File: config.mk
export PLATFORM = sky130hd
export DESIGN_NAME = pmem_loader
export DESIGN_NICKNAME = d
export VERILOG_FILES = /design/src/rtl/pmem_loader.sv
export SDC_FILE = /design/constraint.sdc
export NUM_CORES = 1
export LEC_CHECK = 0
export CORE_UTILIZATION = 49
export DETAILED_ROUTE_END_ITERATION = 10
export PLACE_DENSITY = 0.76
export SLEW_MARGIN = 20
export SYNTH_ARGS = -nofsm -noshare
export SYNTH_HDL_FRONTEND = slang
export SYNTH_SLANG_ARGS = --single-unit
File: constraint.sdc
create_clock -name clk -period 1.8 [get_ports clk]
set_input_delay 0.36 -clock clk [delete_from_list [all_inputs] [get_ports clk]]
set_output_delay 0.36 -clock clk [all_outputs]
set_load 0.01 [all_outputs]
File: src/rtl/pmem_loader.sv
// Program-memory loader: assembles 12-bit instructions from a framed byte
// stream and writes them to the program memory load port.
// Frame: HEADER, N, N x {H, L}, CS. N == 0 means 256 instructions.
module pmem_loader #(
    parameter logic [7:0] HEADER    = 8'hA5,
    parameter logic [7:0] BASE_ADDR = 8'h00
) (
    input  logic        clk,
    input  logic        rst,
    input  logic [7:0]  in_data,
    input  logic        in_valid,
    output logic        in_ready,
    output logic        LoadE,
    output logic [7:0]  LoadAddr,
    output logic [11:0] LoadInstruction,
    output logic        busy,
    output logic        done,
    output logic        err
);

    typedef enum logic [2:0] {
        StIdle,
        StCount,
        StHi,
        StLo,
        StWrite,
        StCsum
    } state_e;

    state_e      r_state;
    logic [8:0]  r_remaining;
    logic [7:0]  r_acc;
    logic [3:0]  r_hi;
    logic        r_in_ready;
    logic        r_load_e;
    logic [7:0]  r_load_addr;
    logic [11:0] r_load_instr;
    logic        r_busy;
    logic        r_done;
    logic        r_err;

    logic        w_accept;

    // A byte transfers only when the registered ready is high; rst masks it.
    assign w_accept = in_valid && r_in_ready && !rst;

    assign in_ready        = r_in_ready && !rst;
    assign LoadE           = r_load_e;
    assign LoadAddr        = r_load_addr;
    assign LoadInstruction = r_load_instr;
    assign busy            = r_busy;
    assign done            = r_done;
    assign err             = r_err;

    // Frame FSM with registered outputs.
    always_ff @(posedge clk) begin
        if (rst) begin
            r_state      <= StIdle;
            r_remaining  <= 9'd0;
            r_acc        <= 8'd0;
            r_hi         <= 4'd0;
            r_in_ready   <= 1'b1;
            r_load_e     <= 1'b0;
            r_load_addr  <= BASE_ADDR;
            r_load_instr <= 12'd0;
            r_busy       <= 1'b0;
            r_done       <= 1'b0;
            r_err        <= 1'b0;
        end else begin
            r_done <= 1'b0;
            unique case (r_state)
                StIdle: begin
                    if (w_accept && in_data == HEADER) begin
                        r_state     <= StCount;
                        r_busy      <= 1'b1;
                        r_err       <= 1'b0;
                        r_acc       <= 8'd0;
                        r_load_addr <= BASE_ADDR;
                    end
                end
                StCount: begin
                    if (w_accept) begin
                        // N == 0 encodes a full 256-instruction frame.
                        r_remaining <= {(in_data == 8'd0), in_data};
                        r_state     <= StHi;
                    end
                end
                StHi: begin
                    if (w_accept) begin
                        if (in_data[7:4] != 4'd0) begin
                            r_state <= StIdle;
                            r_err   <= 1'b1;
                            r_busy  <= 1'b0;
                        end else begin
                            r_hi    <= in_data[3:0];
                            r_acc   <= r_acc + in_data;
                            r_state <= StLo;
                        end
                    end
                end
                StLo: begin
                    if (w_accept) begin
                        r_load_instr <= {r_hi, in_data};
                        r_acc        <= r_acc + in_data;
                        r_remaining  <= r_remaining - 9'd1;
                        r_load_e     <= 1'b1;
                        r_in_ready   <= 1'b0;
                        r_state      <= StWrite;
                    end
                end
                StWrite: begin
                    // One-cycle bubble; address advances after the strobe.
                    r_load_e    <= 1'b0;
                    r_in_ready  <= 1'b1;
                    r_load_addr <= r_load_addr + 8'd1;
                    r_state     <= (r_remaining == 9'd0) ? StCsum : StHi;
                end
                StCsum: begin
                    if (w_accept) begin
                        r_state <= StIdle;
                        r_busy  <= 1'b0;
                        if (in_data == r_acc) begin
                            r_done <= 1'b1;
                        end else begin
                            r_err <= 1'b1;
                        end
                    end
                end
                default: begin
                    r_state <= StIdle;
                end
            endcase
        end
    end

endmodule
==> metrics.yaml <==
status: "finished, final reports clean"
cts_buffers: 5
avgSynthCellArea_um2: 7.93
clk_pin_slew_ps: 90
synth.cell_area_mm2: 0.00255
synth_top_cell_by_area: "dfxtp_1"
yosysMostFrequentCell: "dfxtp_1"
period_share_pct: 98.3
fillers: 381
worstSetupPathType: "in2reg"
setup_ws_ps: 30.0
setup_violations: 0
crit_path_max_fanout: 4
worstHoldEndpoint: "busy"
nets: 423
hold_class: "in2reg"
max_stage_delay_ps: 470
track_usage_pct: 26.4
die_x_um: 74.2
reg2reg_to: "LoadAddr[7]"
slowest_stage: "clkdlybuf4s50_1"
slew_headroom_pct: 68.5
fin_worst_skew_ps: 4.91
min_path_cells: 3
maxCapViolations: 0
portBuffers: 35
synth_common_cells: "dfxtp_1, nand2_1, a21oi_1, nor2_1, o21ai_0"
dp_hpwl_um: 4870
finalCriticalPeriod_ps: 1770
synth_fp_nets: 343
synth.top_cell.area_share_pct: 38.4
critPathBufInv: 2
fmax_mhz: 565
r2r-start: "r_state[2]"
cts_tree: "done"
clkLatencyLatePin_ps: 310
overflow: 0
routed_wl_um: 7080
r2r_cells: 6
slew_violations: 0
synth_seq_cells: 49
crit_path_end_kind: "flip-flop"
vias_per_cell: 5.61
vias: 2638
die_y_um: 74.2
start_util_pct: 52.4
synthCells: 322
fin_area_mm2: 0.00357
io_pins: 36
post_drt_wl_per_cell_um: 15.1
antenna_found_initial: 0
whs_ps: 413
area_growth_pct: 39.6
drtAntennaViolNets: 0
h-tree-depth: 2
drc: 0
grt_max_degree: 27
coreArea_mm2: 0.00488
place.gp.congestion: 0.997
critPathTopFamily: "simple AND/OR/NAND/NOR gates"
critical_path_arrival_ps: 1990
grt_pass1_vias: 2381
cp.required_ps: 2020
dieArea_mm2: 0.00551
crit_chain: "clkdlybuf4s50_1 -> or4bb_4 -> nor4b_2 -> buf_4 -> nor3_1 -> a21oi_1 -> nor2_1"
synth_warnings: 0
synth_top_flop_cell: "dfxtp_1"
synthTopCellsByArea: "dfxtp_1, a21oi_1, nand2_1, nor2_1, ha_1"
cts_buffer_depth: 2
drt_iter0_markers: 156
synth_edf_count: 0
hold_start: "rst"
synth_async_sr_flop_share_pct: 0
p_per_area_mw_per_mm2: 543
placed_area_mm2: 0.00330
drive_gt1_share_pct: 23.1
cts_root_buffer: "clkbuf_8"
clkSinkCount: 49
power_leakage_nw: 1.39
post-place-ws_ps: -597
rrSetupSlack_ps: 70
placementRows: 25
start_kind: "primary input"
dr.pass1.iters: 4
cts_hold_buf: 0
ys_types: 54
grt_pass1_wl_um: 11100
rsz0062_at_grt: "yes"
ir_drop_v: 0.000576
hold_viol: 0
seq_area_frac_synth_pct: 38.4
worst_pin_slew_ps: 469
num_antenna_cells: 0
-- timing repair --
item,4_1_cts,5_1_grt
gates cloned,0,1
buffers inserted,0,4
pin swaps,11,5
setup endpoints to repair,31,34
gates resized for setup,24,17
-- per-stage QoR --
stage                     power (mW)  setup TNS [ps]  std cells  utilization (%)
final                           1.94               0        470             73.1
after global routing            2.01           -29.0        470             73.1
after CTS                       1.94               0        465             70.9
after detailed placement        1.27          -16300        457             67.5
after global placement          1.27          -15320        457             67.5
after floorplan                 1.16               0        322                -
-- layout by cell type (no fill, tap or decap), types with 3 or more instances in the layout --
master / count
o21ai_1: 4
nand2_1: 45
xor2_1: 5
mux2i_1: 4
a211oi_1: 3
o21a_1: 4
nand3_1: 12
clkbuf_8: 5
a21oi_2: 3
dlymetal6s2s_1: 5
a31oi_1: 3
buf_4: 51
inv_1: 7
nor2_1: 31
nor3_1: 8
o21ai_0: 14
ha_1: 7
buf_6: 3
nor2b_1: 5
a21oi_1: 38
nand3b_1: 8
dfxtp_1: 47
dlygate4sd2_1: 5
clkdlybuf4s50_1: 25
-- worst max-delay path by stage --
| stage | startpoint | endpoint | cells past startpoint | slack, ps |
|---|---|---|---|---|
| finish | in_valid | LoadAddr[7] | 7 | 30 |
| global route | r_acc[0] | r_acc[6] | 7 | -30 |
| CTS | in_valid | LoadAddr[7] | 7 | 20 |
| detailed placement | in_data[0] | r_acc[6] | 8 | -600 |
| global placement | in_data[0] | r_acc[6] | 8 | -530 |
| floorplan | in_data[0] | r_acc[6] | 7 | 40 |
-- state kept, by name, summed over array words and instances (netlist names) --
| name | count |
|---|---|
| LoadE | 1 |
| r_acc | 8 |
| busy | 1 |
| LoadAddr | 8 |
| LoadInstruction | 12 |
| r_remaining | 9 |
| done | 1 |
| r_state | 3 |
| r_in_ready | 1 |
| err | 1 |
| r_hi | 4 |
-- final cells by class --
type	count	area [µm²]	area share, %
sequential	49	983	27.6
clock buffer	5	68.8	1.93
multi-input combinational	249	1600	45.0
clock inverter	3	21.3	0.596
tap	67	83.8	2.35
timing repair buffer	90	778	21.8
inverter	7	26.3	0.737
-- metal layers --
layer | share of wire [%] | routed length [µm] | GRT usage [%]
met1 | 46 | 3230 | 34.6
met2 | 47 | 3330 | 42.2
met3 | 5.5 | 386 | 5.42
met4 | 1.9 | 134 | 11.5
met5 | 0 | 0 | 0
-- cells by family after synthesis --
family | count (synthesis) | share of synthesized area [%]
AOI/OAI and AO/OA | 89 | 20.6
muxes | 4 | 1.57
adders and majority gates | 10 | 5.19
xor gates and xnor gates | 7 | 2.40
buffers and inverters | 24 | 3.72
and+or+nand+nor | 139 | 28.1
DFF | 49 | 38.4
-- power by group --
part	internal, mW	total (mW)	leakage (nW)	switching, mW
logic	0.0857	0.174	0.953	0.0887
registers	1.08	1.08	0.394	0.000103
clock network	0.276	0.677	0.0445	0.401
total	1.45	1.94	1.39	0.490
-- worst min-delay path, cell delays in order --
cell and delay [ps]:
dlymetal6s2s_1 120, buf_4 160, nor3_1 50
(Power assumes the default switching activity.)
